===== config.mk =====
export PLATFORM = sky130hd
export DESIGN_NAME = dmem_port_arbiter
export DESIGN_NICKNAME = d
export VERILOG_FILES = /design/src/rtl/dmem_port_arbiter.sv
export SDC_FILE = /design/constraint.sdc
export NUM_CORES = 1
export LEC_CHECK = 0
export CAP_MARGIN = 20
export CORE_AREA = 2 2 92 94
export DETAILED_ROUTE_END_ITERATION = 6
export DIE_AREA = 0 0 94 96
export GPL_ROUTABILITY_DRIVEN = 0
export PLACE_DENSITY = 0.8
export SYNTH_ARGS = -nofsm -noshare
export SYNTH_HDL_FRONTEND = slang
export SYNTH_SLANG_ARGS = --single-unit

===== constraint.sdc =====
create_clock -name clock -period 1.13 [get_ports clock]
set_input_delay 0.1695 -clock clock [delete_from_list [all_inputs] [get_ports clock]]
set_output_delay 0.1695 -clock clock [all_outputs]
set_load 0.02 [all_outputs]

===== src/rtl/dmem_port_arbiter.sv =====
// dmem_port_arbiter
//   Shares the single-port dmem syncram between the processor (port 0) and a
//   peripheral master (port 1). The processor has fixed priority. The
//   peripheral uses idle slots and may lock short bursts, which stalls the CPU.
//
//   Optional feature: define STARVE_GUARD_EN to add a port-1 wait counter.
//   After MAX_WAIT lost cycles it forces one port-1 grant.
//
// Ports
//   clock, reset           rising-edge clock, async active-low reset
//   p0_req/addr/wdata/wren processor access; p0_rdata = dmem_q
//   p0_stall               processor holds its memory-stage op this cycle
//   p1_req/lock/addr/wdata/wren  peripheral access; p1_lock keeps the port
//   p1_gnt                 peripheral access performed this cycle
//   p1_rvalid, p1_rdata    peripheral read data (one cycle after a read grant)
//   dmem_addr/data/wren    to dmem; dmem_q from dmem
module dmem_port_arbiter #(
  parameter int ADDR_W   = 12,
  parameter int DATA_W   = 32,
  parameter int LOCK_MAX = 4,
  parameter int MAX_WAIT = 8
) (
  input  logic              clock,
  input  logic              reset,
  input  logic              p0_req,
  input  logic [ADDR_W-1:0] p0_addr,
  input  logic [DATA_W-1:0] p0_wdata,
  input  logic              p0_wren,
  output logic [DATA_W-1:0] p0_rdata,
  output logic              p0_stall,
  input  logic              p1_req,
  input  logic              p1_lock,
  input  logic [ADDR_W-1:0] p1_addr,
  input  logic [DATA_W-1:0] p1_wdata,
  input  logic              p1_wren,
  output logic              p1_gnt,
  output logic              p1_rvalid,
  output logic [DATA_W-1:0] p1_rdata,
  output logic [ADDR_W-1:0] dmem_addr,
  output logic [DATA_W-1:0] dmem_data,
  output logic              dmem_wren,
  input  logic [DATA_W-1:0] dmem_q
);

  localparam int RUN_W = $clog2(LOCK_MAX + 1);

  logic             p1_win, p0_win;
  logic             lock_hold, starved;
  logic [RUN_W-1:0] run_cnt, run_inc;

  // The winner is gated by reset, so the dmem side stays quiet while reset is low.
  assign p1_win   = reset & p1_req & (~p0_req | lock_hold | starved);
  assign p0_win   = reset & p0_req & ~p1_win;
  assign p1_gnt   = p1_win;
  assign p0_stall = p0_req & p1_win;

  assign p0_rdata = dmem_q;
  assign p1_rdata = dmem_q;

  always_comb begin
    dmem_addr = '0;
    dmem_data = '0;
    dmem_wren = 1'b0;
    if (p1_win) begin
      dmem_addr = p1_addr;
      dmem_data = p1_wdata;
      dmem_wren = p1_wren;
    end else if (p0_win) begin
      dmem_addr = p0_addr;
      dmem_data = p0_wdata;
      dmem_wren = p0_wren;
    end
  end

  assign run_inc = run_cnt + RUN_W'(1);

  // The lock survives only while the burst stays below LOCK_MAX grants.
  // On the grant that reaches LOCK_MAX, the counter wraps to 0 and the lock
  // drops. A waiting p0 then wins the next cycle.
  always_ff @(posedge clock or negedge reset) begin
    if (!reset) begin
      lock_hold <= 1'b0;
      run_cnt   <= '0;
      p1_rvalid <= 1'b0;
    end else begin
      p1_rvalid <= p1_win & ~p1_wren;
      if (p1_win && (run_inc < RUN_W'(LOCK_MAX))) begin
        run_cnt   <= run_inc;
        lock_hold <= p1_lock;
      end else begin
        run_cnt   <= '0;
        lock_hold <= 1'b0;
      end
    end
  end

`ifdef STARVE_GUARD_EN
  localparam int WAIT_W = $clog2(MAX_WAIT + 1);

  logic [WAIT_W-1:0] wait_cnt;

  assign starved = (wait_cnt == WAIT_W'(MAX_WAIT));

  always_ff @(posedge clock or negedge reset) begin
    if (!reset)                 wait_cnt <= '0;
    else if (p1_win || !p1_req) wait_cnt <= '0;
    else if (!starved)          wait_cnt <= wait_cnt + WAIT_W'(1);
  end
`else
  logic [31:0] unused_max_wait;

  assign unused_max_wait = 32'(MAX_WAIT);
  assign starved         = 1'b0;
`endif

endmodule

==> results of run 1 <==
[logic make-up (layout without fill, tap and decap cells)]
kind of cell             Yosys count  count (layout)  share of synthesized area [%]
AO/OA/AOI/OAI                     46              46                           36.3
XOR/XNOR                           1               1                          0.697
other                              1               1                          0.298
adder cells (fa/ha/maj)            1               1                          0.995
multiplexers                       1               1                          0.895
buffers and inverters             74             168                           46.6
AND/OR/NAND/NOR                    8               8                           4.28
flip-flops                         5               5                           9.95
[layout make-up]
cell class	instances	share of cell area, %
repair buffers	163	59.2
multi-input cells	58	30.5
well taps	105	4.45
flip-flops and latches	5	4.24
clock buffers	4	1.53
inverters	1	0.127
[flip-flops by register name (all words and copies together), names as in the netlist]
name,count
lock_hold,1
p1_rvalid,1
run_cnt,3
[path summary, 6_finish.rpt]
path	cells past startpoint	end	startpoint	slack, ns
setup / recovery	6	dmem_data[23]	lock_hold	-0.47
hold / removal	2	run_cnt[0]	reset	0.06
setup reg to reg	3	run_cnt[1]	run_cnt[0]	0.06
hold reg to reg	1	run_cnt[0]	run_cnt[0]	0.58
max in group asynchronous	2	run_cnt[1]	reset	0.95
min in group clock	0	p0_rdata[27]	dmem_q[27]	0.34
[cells in the final DEF, fill, tap and decap left out, types with 2 or more instances in the layout]
cell type,synthesis,final
sky130_fd_sc_hd__dfrtp_1,5,5
sky130_fd_sc_hd__clkdlybuf4s50_1,0,91
sky130_fd_sc_hd__buf_12,0,3
sky130_fd_sc_hd__a22o_4,0,44
sky130_fd_sc_hd__and3_1,3,3
sky130_fd_sc_hd__clkbuf_16,0,2
sky130_fd_sc_hd__a21oi_4,2,2
sky130_fd_sc_hd__clkbuf_8,0,3
sky130_fd_sc_hd__buf_6,9,42
sky130_fd_sc_hd__nand2_2,1,2
sky130_fd_sc_hd__buf_4,64,18
sky130_fd_sc_hd__buf_16,0,3
sky130_fd_sc_hd__dlygate4sd2_1,0,4
[power by group through the flow]
stage                     clock [mW]  combinational, mW  sequential (mW)
after global placement             0               1.03            0.189
after floorplan                    0              0.770            0.190
final                          0.349               1.14            0.187
after CTS                      0.360               1.13            0.187
after global routing           0.370               1.20            0.187
after detailed placement           0               1.04            0.189
[routing by layer]
| layer | track usage [%] | wire length [µm] | vias up | part of all wire (%) |
|---|---|---|---|---|
| li1 | - | - | 628 | - |
| met2 | 20.3 | 2940 | 95 | 49 |
| met4 | 3.38 | 144 | 0 | 2.4 |
| met5 | 0 | 0 | - | 0 |
| met1 | 13.3 | 2310 | 620 | 39 |
| met3 | 3.05 | 538 | 25 | 9.1 |
[metrics by stage]
stage,hold WS [ns],power [mW],std cells,setup WS (ns)
global placement,0.339,1.22,319,-1.09
global route,0.0777,1.75,336,-0.527
floorplan,-0.126,0.960,137,-0.0913
detailed placement,0.339,1.23,319,-1.10
finish,0.0602,1.67,336,-0.472
CTS,0.0292,1.67,333,-0.521
[repair_timing]
item | in CTS | in global routing
setup buffers | 6 | 2
pin swaps | 0 | 17
resized for setup | 282 | 3
cloned | 4 | 3
setup endpoints to repair | 52 | 51
[critical path, cell delays in order (launching register included)]
cell                      delay, ns
sky130_fd_sc_hd__dfrtp_1       0.38
sky130_fd_sc_hd__inv_2         0.07
sky130_fd_sc_hd__a21oi_4       0.08
sky130_fd_sc_hd__buf_6         0.15
sky130_fd_sc_hd__buf_16        0.14
sky130_fd_sc_hd__a22o_4        0.25
sky130_fd_sc_hd__buf_6         0.13
==> impl.org, run 1 <==
** Power
- Worst supply voltage drop on vdd :: 0.234 mV
- For this design the total switching power over the nets is 529 µW.
- Leakage power figure :: 1.37 nW
- Per report_power, the clock group accounts for 20.9% of the total.
- Of the total power, combinational logic draws 67.9%.
- In this run the power density over the cells is 567 nW/µm².
- Fraction of power consumed by sequential logic :: 11.2%
- Of the total power, the share spent switching nets is 31.6%.
- Internal portion of total power :: 1.14 mW

** Logic synthesis
- Avg Synthesized Cell Area :: 9.18 µm²
- Share of synthesized area occupied by flip-flops and latches :: 9.95%
- Number of flops mapped to enable cells by yosys :: 0
- Total nets after synthesis :: 265
- The commonest cells after synthesis are sky130_fd_sc_hd__buf_4 (64), sky130_fd_sc_hd__a22o_2 (31), sky130_fd_sc_hd__a22o_1 (13), sky130_fd_sc_hd__buf_6 (9), sky130_fd_sc_hd__dfrtp_1 (5).
- Post-synthesis async set-or-reset flop share :: 100%
- Among all flip-flop cells after synthesis, the most frequent one is sky130_fd_sc_hd__dfrtp_1.
- The Yosys step of the flow raised 0 warnings.
- After synthesis, the largest area contributor takes up 38.2% of total cell area.
- Yosys cell types :: 17
- Among all cell types in the netlist, the one instantiated most often is sky130_fd_sc_hd__buf_4.
- sky130_fd_sc_hd__buf_4 takes more of the synthesized area than any other cell.
- In this run, synthesis produced a sequential element count of 5.
- Mapped cell area :: 1260 µm²
- Most area-consuming cells after synthesis :: sky130_fd_sc_hd__buf_4 (38%), sky130_fd_sc_hd__a22o_2 (25%), sky130_fd_sc_hd__dfrtp_1 (10%), sky130_fd_sc_hd__a22o_1 (9.1%), sky130_fd_sc_hd__buf_6 (8.1%)
- Synthesis produced a netlist whose cell count is 137.

** STA
- Setup violations remaining at the end of the flow were counted as 47.
- Fraction of the cycle the final worst path needs :: 142%
- Based on the critical path, the design can be clocked at up to 624 MHz.
- The max-slew violation count is 0.
- Clk_skew :: 0.00877 ns
- The final count of hold timing violations is 0.
- Post-layout min period :: 1.60 ns
- Worst setup slack after layout :: -0.472 ns
- After routing, the total negative slack on setup checks comes to -21.27 ns.
- Setup repair after global routing could not meet its margin everywhere.

** Clock tree
- Cts bufs inserted :: 3
- CTS clock-pin slew for the worst setup and hold paths :: 0.04 ns
- Hold buffer count at cts :: 0
- CTS placed an instance of sky130_fd_sc_hd__clkbuf_8 at the clock tree root.
- TritonCTS built the clock tree.
- The clock passes through at most 2 buffers.
- In this run the number of H-tree levels came out at 1.
- Sinks on Clock Net :: 5
- Clock Latency Late Sink :: 0.23 ns

** Cells and area
- FF/Latch Area :: 125 µm²
- Final standard cell utilization of the core :: 36.7%
- Synth-to-layout area growth :: 135%
- Cells with a size suffix above 1 make up 53.2% of the layout.
- The multi-input combinational cells in the finished layout cover a total of 901 µm².
- Nets :: 360
- Post-Layout Inst Area :: 2950 µm²
- Fillers :: 779
- Number of antenna repair diodes :: 0

** Setup path
- Crit end category :: primary output
- STA classifies the critical path startpoint as a flop.
- Critical path type :: reg -> out
- Along the worst path, the maximum fanout reaches 6.
- STA puts the critical path data required time at 0.96 ns.
- Arrival time reported for the critical path endpoint :: 1.43 ns

** GRT
- The number of antenna violations at the first check in global routing is 0.
- Wire length of the first global-routing pass :: 7830 µm
- GRT Residual Overflow :: 0
- The number of global-route vias before repair was 1481.
- Global routing used 11.4% of the available tracks.
- Entering global routing, the biggest net connects 25 pins.

** Place
- Once placement finished, the instance area stood at 2690 µm².
- The count of buffers added on input and output ports is 142.
- Placed wire-length estimate after detailed placement :: 4050 µm

** Run status
- The checks that failed: setup timing.
- The run finished, with violations left.

** Job
- Max-cap violations :: 0

** Route
- Final wirelength :: 5930 µm
- Via count :: 1368
- Starting DRT DRC Count :: 6
- The first detailed-routing pass ran for 3 iterations.
- In the final routed layout, each cell accounts on average for 17.7 µm.
- Via-per-instance ratio :: 4.07
- Number of design rule violations left after detail routing :: 0
- Post-route ant nets :: 0

** Floorplan
- Number of primary I/O pins :: 239
- Number of rows in the core area :: 33
- The floorplan step set the die width to 94 µm.
- Die Y :: 96 µm
- The region available for standard cell placement spans 8050 µm².
- Effective utilization at floorplan :: 15.6%
- Die ar. :: 9020 µm²

** Worst hold path
- The tightest min-delay check is of the in -> async type.
No activity file was read; power rests on OpenSTA's default activity.
==> run 2, diff against run 1 <==
==> constraint.sdc (replaced) <==
create_clock -name clock -period 1.13 [get_ports clock]
set_input_delay 0.1695 -clock clock [delete_from_list [all_inputs] [get_ports clock]]
set_output_delay 0.1695 -clock clock [all_outputs]
set_load 0.01 [all_outputs]
==> impl.org, run 2 (synthesis results as in run 1) <==
** Run status
- Status: finished with violations (unchanged).
- Violations in the final reports: setup timing (unchanged).

** Route
- Via count :: 1404 (was 1368)
- DRT Pass-1 Iters :: 4 (was 3)
- Starting DRT DRC Count :: 22 (was 6)
- Post-route ant nets :: 0 (unchanged)
- Average wire per cell in the routed design :: 17.5 µm (was 17.7 µm)
- The DRC violation count after routing came to 0 (unchanged).
- Final wirelength :: 5920 µm (was 5930 µm)
- Via-per-instance ratio :: 4.15 (was 4.07)

** GRT
- The met2 usage in global routing is 22.6% (was 20.3%).
- The number of global-route vias before repair is 1452 (was 1481).
- The overall fraction of global-route tracks in use came to 12.2% (was 11.4%).
- Wire length of the first global-routing pass :: 8310 µm (was 7830 µm)
- The pin count of the biggest net entering global routing is 18 (was 25).
- The number of antenna violations at the first check in global routing came to 0 (unchanged).
- Met1 Resource Use GR :: 12.7% (was 13.3%)
- The residual overflow from global routing came to 0 (unchanged).
- The met3 usage in global routing came to 3.60% (was 3.05%).
- Most Crowded Layer GR :: met2 (unchanged)

** Cells and area
- Fraction of final layout cells sized beyond drive strength 1 :: 48.1% (was 53.2%)
- The area occupied by multi-input gates was 712 µm² (was 901 µm²).
- The number of flip-flops under the largest register name was 3 (unchanged).
- Most frequent cells in the layout: sky130_fd_sc_hd__clkdlybuf4s50_1 (91), sky130_fd_sc_hd__buf_6 (39), sky130_fd_sc_hd__a22o_4 (21), sky130_fd_sc_hd__a22o_1 (13), sky130_fd_sc_hd__buf_2 (13) (was sky130_fd_sc_hd__clkdlybuf4s50_1 (91), sky130_fd_sc_hd__a22o_4 (44), sky130_fd_sc_hd__buf_6 (42), sky130_fd_sc_hd__buf_4 (18), sky130_fd_sc_hd__dfrtp_1 (5)).
- The post-layout net count is 362 (was 360).
- Number of antenna repair diodes :: 0 (unchanged)
- FF/Latch Area :: 125 µm² (unchanged)
- The relative area change from synthesis to final layout was 121% (was 135%).
- Largest register by flop count :: run_cnt (unchanged)
- The final cell count without fillers came to 338 (was 336).
- Most frequent standard cell in the layout excluding fill and tap cells :: sky130_fd_sc_hd__clkdlybuf4s50_1 (unchanged)
- Registers with the most flip-flops :: run_cnt: 3 flops, lock_hold: 1 flops, p1_rvalid: 1 flops (unchanged)
- The number of filler instances in the final layout came to 824 (was 779).

** Setup path
- Kind of start point of the critical path :: flop (unchanged)
- Worst path slowest cell :: sky130_fd_sc_hd__dfrtp_1 (unchanged)
- The class of the most critical setup path was reg -> out (unchanged).
- Crit end category :: primary output (unchanged)
- Buffering stage count on the worst path with inverters included :: 4 (unchanged)
- The peak per-stage delay on the critical path is 0.35 ns (was 0.38 ns).
- Arrival time reported for the critical path endpoint :: 1.49 ns (was 1.43 ns)
- The most numerous cell on the critical path is sky130_fd_sc_hd__buf_6 (unchanged).
- Required arrival time at the worst endpoint :: 0.96 ns (about the same)
- Critical Path Fanout Max :: 4 (was 6)
- The family with the most delay on the worst path is buffers and inverters (unchanged).
- CP Cell Sequence :: inv_2, a21oi_4, buf_12, buf_6, mux2_4, buf_6 (was inv_2, a21oi_4, buf_6, buf_16, a22o_4, buf_6)

** Worst hold path
- Classification of the worst-slack hold path :: in -> async (unchanged)

** STA
- The fmax came to 601 MHz (was 624 MHz).
- Setup-failing EPs final :: 48 (was 47)
- Final hold violations :: 0 (unchanged)
- The clock period minus final worst setup slack came to 1.66 ns (was 1.60 ns).
- Unrepaired setup endpoints after global routing :: true (unchanged)
- Final count of pins violating max slew :: 0 (unchanged)
- The final setup skew is 0.00885 ns (was 0.00877 ns).
- The worst setup slack after layout was -0.533 ns (was -0.472 ns).
- The post-route clock period utilization is 147% (was 142%).

** Clock tree
- CTS clock-pin slew for the worst setup and hold paths :: 0.04 ns (about the same)
- The clock sink count came to 5 (unchanged).
- CTS Root Cell :: sky130_fd_sc_hd__clkbuf_8 (unchanged)
- The maximum buffer depth of the clock tree is 2 (unchanged).
- The CTS tree was built (unchanged).
- The total of hold buffers inserted after clock tree synthesis came to 0 (unchanged).
- The H-tree depth was 1 (unchanged).
- The number of clock buffers inserted by TritonCTS is 3 (unchanged).
- The insertion delay to the later sink of the worst-skew pair is 0.23 ns (about the same).

** Power
- The areal power density over the cells is 545 nW/µm² (was 567 nW/µm²).
- Leakage power figure :: 1.27 nW (was 1.37 nW)
- The maximum vdd drop came to 0.459 mV (was 0.234 mV).

** Place
- The half-perimeter wire length of the detailed placement result is 4080 µm (was 4050 µm).
- Port bufs :: 142 (unchanged)
- Post-placement cell count :: 320 (was 319)
- The worst slack after detailed placement came to -1.01 ns (was -1.10 ns).

** Floorplan
- Number of primary I/O pins :: 239 (unchanged)
- Die ar. :: 9020 µm² (unchanged)
- The area of the core came to 8050 µm² (unchanged).
- Effective utilization at floorplan :: 15.6% (unchanged)
- Number of rows in the core area :: 33 (unchanged)
- The die span in y came to 96 µm (unchanged).
- Die span in x :: 94 µm (unchanged)

** Job
- The number of violations of the max-capacitance limit was 0 (unchanged).
run 2: where the power goes:
group | total, mW | internal, mW | switching, mW
logic | 0.979 | 0.662 | 0.317
clock network | 0.348 | 0.244 | 0.104
registers | 0.187 | 0.184 | 0.00223
run 2: final timing paths:
kind	cells after the start	to	from	slack, ns
worst max-delay path	6	dmem_wren	lock_hold	-0.53
worst min-delay path	2	p1_rvalid	reset	0.05
worst max register to register	5	run_cnt[0]	lock_hold	0
worst min register to register	1	run_cnt[0]	run_cnt[0]	0.58
max in group asynchronous	2	run_cnt[2]	reset	0.95
min in group clock	0	p0_rdata[9]	dmem_q[9]	0.34
run 2: per-stage QoR:
step	total power, mW	utilization [%]	area (µm²)	hold slack, ns	TNS (ns)
2_1_floorplan	0.671	-	1270	-0.126	-1.47
3_5_place_dp	1.01	29.0	2330	0.339	-47.13
6_report	1.51	34.5	2780	0.0545	-21.83
4_1_cts	1.50	33.7	2720	0.0586	-26.21
3_3_place_gp	0.997	29.0	2330	0.339	-45.79
5_1_grt	1.60	34.5	2780	0.0563	-24.90
run 2: routing by layer:
metal	part of all wire, %	vias to the layer above
met5	0	-
met4	3.2	0
met3	11	31
met2	51	107
met1	34	640
li1	-	626
run 2: area by class of cell:
cell class	instances	share of cell area [%]
multi-input cells	58	25.7
flip-flops and latches	5	4.51
inverters	1	0.135
clock buffers	4	1.62
well taps	105	4.73
repair buffers	165	63.3
run 2: repair_timing:
| action | 4_1_cts | 5_1_grt |
|---|---|---|
| endpoints found under the setup margin | 52 | 51 |
| gates resized for setup | 248 | 18 |
| pin swaps | 6 | 8 |
| cloned | 5 | 2 |
| setup buffers | 11 | 1 |
